--- config.mk ---
export PLATFORM = sky130hd
export DESIGN_NAME = rf_wb_scheduler
export DESIGN_NICKNAME = d
export VERILOG_FILES = /design/src/rtl/rf_sched_pkg.sv /design/src/rtl/rf_pend_counter.sv /design/src/rtl/rf_wb_scheduler.sv
export SDC_FILE = /design/constraint.sdc
export NUM_CORES = 1
export LEC_CHECK = 0
export CAP_MARGIN = 10
export CORE_UTILIZATION = 52
export DETAILED_ROUTE_END_ITERATION = 12
export GPL_TIMING_DRIVEN = 0
export PLACE_DENSITY = 0.87
export SLEW_MARGIN = 40
export SYNTH_ARGS = -nofsm -noshare
export SYNTH_HDL_FRONTEND = slang
export SYNTH_HIERARCHICAL = 1
export SYNTH_SLANG_ARGS = --single-unit
--- constraint.sdc ---
create_clock -name clk -period 3.8 [get_ports clk]
set_clock_uncertainty 0.1 [all_clocks]
set_input_delay 0.76 -clock clk [delete_from_list [all_inputs] [get_ports clk]]
set_output_delay 0.76 -clock clk [all_outputs]
set_load 0.02 [all_outputs]
--- src/rtl/rf_sched_pkg.sv ---
// Shared types and defaults for the register-file writeback scheduler.
package rf_sched_pkg;

  typedef enum logic {
    REQ_ALU = 1'b0,
    REQ_MEM = 1'b1
  } reqSel_t;

  localparam int NREG_DEF   = 16;
  localparam int DATA_W_DEF = 16;
  localparam int CNT_W_DEF  = 2;

  function automatic logic [15:0] onehot16(input logic [3:0] id);
    return 16'h0001 << id;
  endfunction

endpackage

--- src/rtl/rf_pend_counter.sv ---
// Pending-write counter for one register; never wraps in either direction.
module rf_pend_counter
  import rf_sched_pkg::*;
#(
  parameter int CNT_W = CNT_W_DEF
) (
  input  logic             clk,
  input  logic             rst,
  input  logic             inc,
  input  logic             dec,
  output logic [CNT_W-1:0] cnt,
  output logic             sat,
  output logic             zero
);

  assign sat  = &cnt;
  assign zero = (cnt == '0);

  always_ff @(posedge clk or negedge rst) begin
    if (!rst) begin
      cnt <= '0;
    end else if (inc && !dec && !sat) begin
      cnt <= cnt + CNT_W'(1);
    end else if (dec && !inc && !zero) begin
      cnt <= cnt - CNT_W'(1);
    end
  end

endmodule

--- src/rtl/rf_wb_scheduler.sv ---
// Arbitrates the register file write port between ALU and load writeback,
// tracks pending writes per register and supplies same-cycle bypass data.
module rf_wb_scheduler
  import rf_sched_pkg::*;
#(
  parameter int NREG   = NREG_DEF,
  parameter int DATA_W = DATA_W_DEF,
  parameter int CNT_W  = CNT_W_DEF
) (
  input  logic              clk,
  input  logic              rst,
  input  logic              alu_valid,
  input  logic [3:0]        alu_reg,
  input  logic [DATA_W-1:0] alu_data,
  output logic              alu_ready,
  input  logic              mem_valid,
  input  logic [3:0]        mem_reg,
  input  logic [DATA_W-1:0] mem_data,
  output logic              mem_ready,
  input  logic              iss_valid,
  input  logic [3:0]        iss_reg,
  output logic              iss_ready,
  input  logic [3:0]        chk_reg1,
  input  logic [3:0]        chk_reg2,
  output logic              hazard1,
  output logic              hazard2,
  output logic              byp1_hit,
  output logic [DATA_W-1:0] byp1_data,
  output logic              byp2_hit,
  output logic [DATA_W-1:0] byp2_data,
  output logic              rf_we,
  output logic [3:0]        rf_dst,
  output logic [DATA_W-1:0] rf_data,
  output logic              sb_err
);

  reqSel_t          rrLast;
  logic [CNT_W-1:0] cnt [NREG];
  logic [NREG-1:0]  sat;
  logic [NREG-1:0]  zero;
  logic [NREG-1:0]  incVec;
  logic [NREG-1:0]  decVec;
  logic             contended;

  assign contended = alu_valid && mem_valid;

  // Contended grant goes to whoever did not win last time.
  always_comb begin
    alu_ready = 1'b0;
    mem_ready = 1'b0;
    if (contended) begin
      if (rrLast == REQ_MEM) alu_ready = 1'b1;
      else                   mem_ready = 1'b1;
    end else begin
      alu_ready = alu_valid;
      mem_ready = mem_valid;
    end
  end

  always_comb begin
    rf_we   = alu_ready || mem_ready;
    rf_dst  = '0;
    rf_data = '0;
    if (alu_ready) begin
      rf_dst  = alu_reg;
      rf_data = alu_data;
    end else if (mem_ready) begin
      rf_dst  = mem_reg;
      rf_data = mem_data;
    end
  end

  assign iss_ready = !sat[iss_reg] || (rf_we && (rf_dst == iss_reg));
  assign incVec    = (iss_valid && iss_ready) ? NREG'(onehot16(iss_reg)) : '0;
  assign decVec    = rf_we ? NREG'(onehot16(rf_dst)) : '0;

  for (genvar g = 0; g < NREG; g++) begin : gen_cnt
    rf_pend_counter #(.CNT_W(CNT_W)) u_cnt (
      .clk  (clk),
      .rst  (rst),
      .inc  (incVec[g]),
      .dec  (decVec[g]),
      .cnt  (cnt[g]),
      .sat  (sat[g]),
      .zero (zero[g])
    );
  end

  // Bypass only resolves the hazard when the completing write is the last one outstanding.
  assign byp1_hit  = rf_we && (rf_dst == chk_reg1) && (cnt[chk_reg1] == CNT_W'(1));
  assign byp2_hit  = rf_we && (rf_dst == chk_reg2) && (cnt[chk_reg2] == CNT_W'(1));
  assign byp1_data = rf_data;
  assign byp2_data = rf_data;
  assign hazard1   = !zero[chk_reg1] && !byp1_hit;
  assign hazard2   = !zero[chk_reg2] && !byp2_hit;

  always_ff @(posedge clk or negedge rst) begin
    if (!rst) begin
      rrLast <= REQ_MEM;
      sb_err <= 1'b0;
    end else begin
      if (contended) rrLast <= alu_ready ? REQ_ALU : REQ_MEM;
      if (rf_we && zero[rf_dst]) sb_err <= 1'b1;
    end
  end

endmodule
==> results_dict.tcl <==
set metrics [dict create \
    syn_inst 454 \
    drt-total-wl_um 11790 \
    pre_cts_ws_ns -0.6987 \
    gp_congestion 0.9568 \
    max-cap-violations 0 \
    boundaryPins 118 \
    grt_start_max_net_pins 19 \
    clock-sinks 34 \
    placed_cell_area_mm2 0.005189 \
    slowest_stage "a2111oi_4" \
    buffer_ports.inserted 112 \
    ir_worst_vdd_uv 236.1 \
    postCtsResizedCells 22 \
    grtUsageMet1 0.3441 \
    gr-total-overflow 0 \
    pwr-share-seq 0.266 \
    num-nets-final 631 \
    antenna_found_initial 0 \
    worstSetupStartpointType "primary input" \
    final_area_mm2 0.005300 \
    synth_area_leaders "dfrtp_1, mux4_2, nor2_1" \
    cts_tree "built" \
    cts_buffers 5 \
    outcome "finished, final reports clean" \
    yosysMostFrequentCell "nor2_1" \
    slew_headroom 0.6646 \
    vias_per_cell 5.865 \
    cp.arrival_ns 2.88 \
    switching_power_uw 1084 \
    dr_total_vias 3953 \
    synth_nets 511 \
    path_clk_slew_ns 0.07 \
    cts_hold_buf 0 \
    grt_pass1_wl_um 17890 \
    r2r_cells 10 \
    synth.top_cell.area_share 0.2106 \
    slowest_delay_ns 0.39 \
    critPathCaptureType "output port" \
    finalMaxSlewViolations 0 \
    num_antenna_cells 0 \
    globalRoute.busiestLayer "met2" \
    dr.first_iter.drc_count 219 \
    syn_area_mm2 0.003921 \
    intPower_uw 1416 \
    cts_root_buffer "clkbuf_8" \
    ys.flop_type "dfrtp_1" \
    synth_edf_count 0 \
    yosysTopAreaCell "dfrtp_1" \
    dr.pass1.iters 5 \
    powerDensity_mw_per_mm2 471.7 \
    htree_num_levels 2 \
    grt_setup_unrepaired "false" \
    core_area_mm2 0.007253 \
    clk-insertion-delay-late_ns 0.29 \
    wl_per_cell_um 17.50 \
    setup_violations 0 \
    max-clock-path-buffers 2 \
    die_h_um 88.84 \
    drive_above_1_share 0.2330 \
    worst_slew_pin_slew_ns 0.5032 \
    period_needed_ns 3.745 \
    area_growth_pct 35.16 \
    ys_ff_latch 34 \
    post_cts_buffers 0 \
    yosysSeqAreaShare 0.2173 \
    grt_pass1_vias 3704 \
    p_sw_frac 0.4336 \
    drcViolationCount 0 \
    ys_top_cells_by_count "nor2_1, nand2b_1, buf_4, dfrtp_1, nor2b_1" \
    clkPwrFrac 0.113 \
    crit_chain "clkdlybuf4s15_1 > buf_6 > nor3b_1 > a31oi_1 > a211oi_1 > o211ai_1 > a2111oi_4 > nor2_1 > dlygate4sd2_1" \
    min_path_type "in -> async" \
    dp_hpwl_um 9528 \
    p_leak_uw 0.002184 \
    num-fill-cells 546 \
    finalHoldViolations 0 \
    syn_avg_cell_area_um2 8.637 \
    path_class "in -> out" \
    clock.fmax_mhz 267.0 \
    initial_core_util 0.5406 \
    gr-usage-all-layers 0.3013 \
    synthArstFlopShare 1.000 \
    cp_max_fo 10 \
    grtUsageMet2 0.5189 \
    cp.required_ns 2.94 \
    p_comb_frac 0.621 \
    ys_types 51 \
    postRouteAntennaNets 0 \
    fin_crit_sh 0.9855 \
    worst_slack_ns 0.05506 \
    ys_warn_count 6 \
    fp-row-count 31 \
    fp.dieW_um 88.84 \
    power_uw 2500 \
    die-area_mm2 0.007893 \
    grtUsageMet3 0.08396 \
]
==> cells in the final DEF (no fill, tap or decap), drive strengths merged, types with 2 or more instances in the layout <==
cell type      Yosys  routed
clkdlybuf4s50      0     101
nor2              79      79
buf               44      46
nand2b            35      35
dfrtp             33      33
a21oi             33      33
nor2b             29      29
nor3              20      20
mux4              19      19
o21ai             18      18
a22o              17      17
and2              16      16
and3b             16      16
nand2             16      16
mux2i             12      12
clkbuf             4      12
inv               10      10
xor2               6       6
xnor2              6       6
dlygate4sd2        0       6
nor3b              4       4
a211oi             3       3
o211ai             3       3
nand3              3       3
a32oi              3       3
o22ai              2       2
a211o              2       2
a2111o             2       2
or3                2       2
nand3b             2       2
o311a              2       2
a2111oi            2       2
clkinv             1       2
clkdlybuf4s15      0       2
==> per-layer routing <==
layer  share of wire  routed length, um  up-vias
met3            0.11               1270       28
met4           0.032                376        0
met2            0.48               5705      223
met5               0                  0        -
met1            0.38               4442     1873
li1                -                  -     1829
==> worst paths after layout <==
check	slack, ns	startpoint	endpoint
worst min register to register	0.42	rrLast	rrLast
worst max register to register	0.90	rrLast	gen_cnt[6].u_cnt/cnt[0]
max in group asynchronous	2.86	rst	gen_cnt[2].u_cnt/cnt[0]
min in group clk	0.42	rrLast	rrLast
worst max-delay path	0.06	chk_reg1[0]	hazard1
worst min-delay path	0.31	rst	gen_cnt[15].u_cnt/cnt[0]
==> registers in the layout, summed over array words and instances (netlist names) <==
signal,flops
rrLast,1
gen_cnt.u_cnt/cnt,32
sb_err,1
==> critical path, delay by kind of cell <==
family,cells,cell delay [ns]
simple gates,2,0.29
buf+inv,3,0.88
compound gates,4,0.95
==> power groups by stage <==
| stage | logic (uW) | registers, uW | clock network, uW |
|---|---|---|---|
| 3_5_place_dp | 1530 | 665 | 0 |
| 4_1_cts | 1540 | 660 | 289 |
| 6_report | 1550 | 665 | 283 |
| 3_3_place_gp | 1490 | 658 | 0 |
| 5_1_grt | 1660 | 686 | 307 |
| 2_1_floorplan | 1060 | 620 | 0 |
==> final cells by class <==
type | count | area [um^2] | share of cell area
repair buffers | 113 | 1135 | 0.2141
inverters | 11 | 41.29 | 0.007790
clock buffers | 7 | 86.33 | 0.01629
flip-flops and latches | 34 | 852.1 | 0.1608
multi-input cells | 361 | 2716 | 0.5125
well taps | 99 | 123.9 | 0.02337
clock inverters | 1 | 5.005 | 0.0009443
plain buffers | 48 | 340.3 | 0.06421
==> metrics by stage <==
| stage | instances | utilization | setup TNS, ns | hold WS [ns] |
|---|---|---|---|---|
| after floorplan | 454 | - | 0 | 0.3644 |
| after global placement | 665 | 0.7123 | -7.707 | 0.4063 |
| after detailed placement | 666 | 0.7154 | -8.110 | 0.4082 |
| after CTS | 674 | 0.7299 | 0 | 0.3126 |
| after global routing | 674 | 0.7307 | 0 | 0.3323 |
| final | 674 | 0.7307 | 0 | 0.3069 |
==> kinds of logic after synthesis <==
group / synth area share
muxes: 0.1426
and+or+nand+nor: 0.3322
AOI/OAI and AO/OA: 0.1911
DFF: 0.2173
xor gates and xnor gates: 0.02680
buffers and inverters: 0.08998
Power figures use the tool's default switching activity.
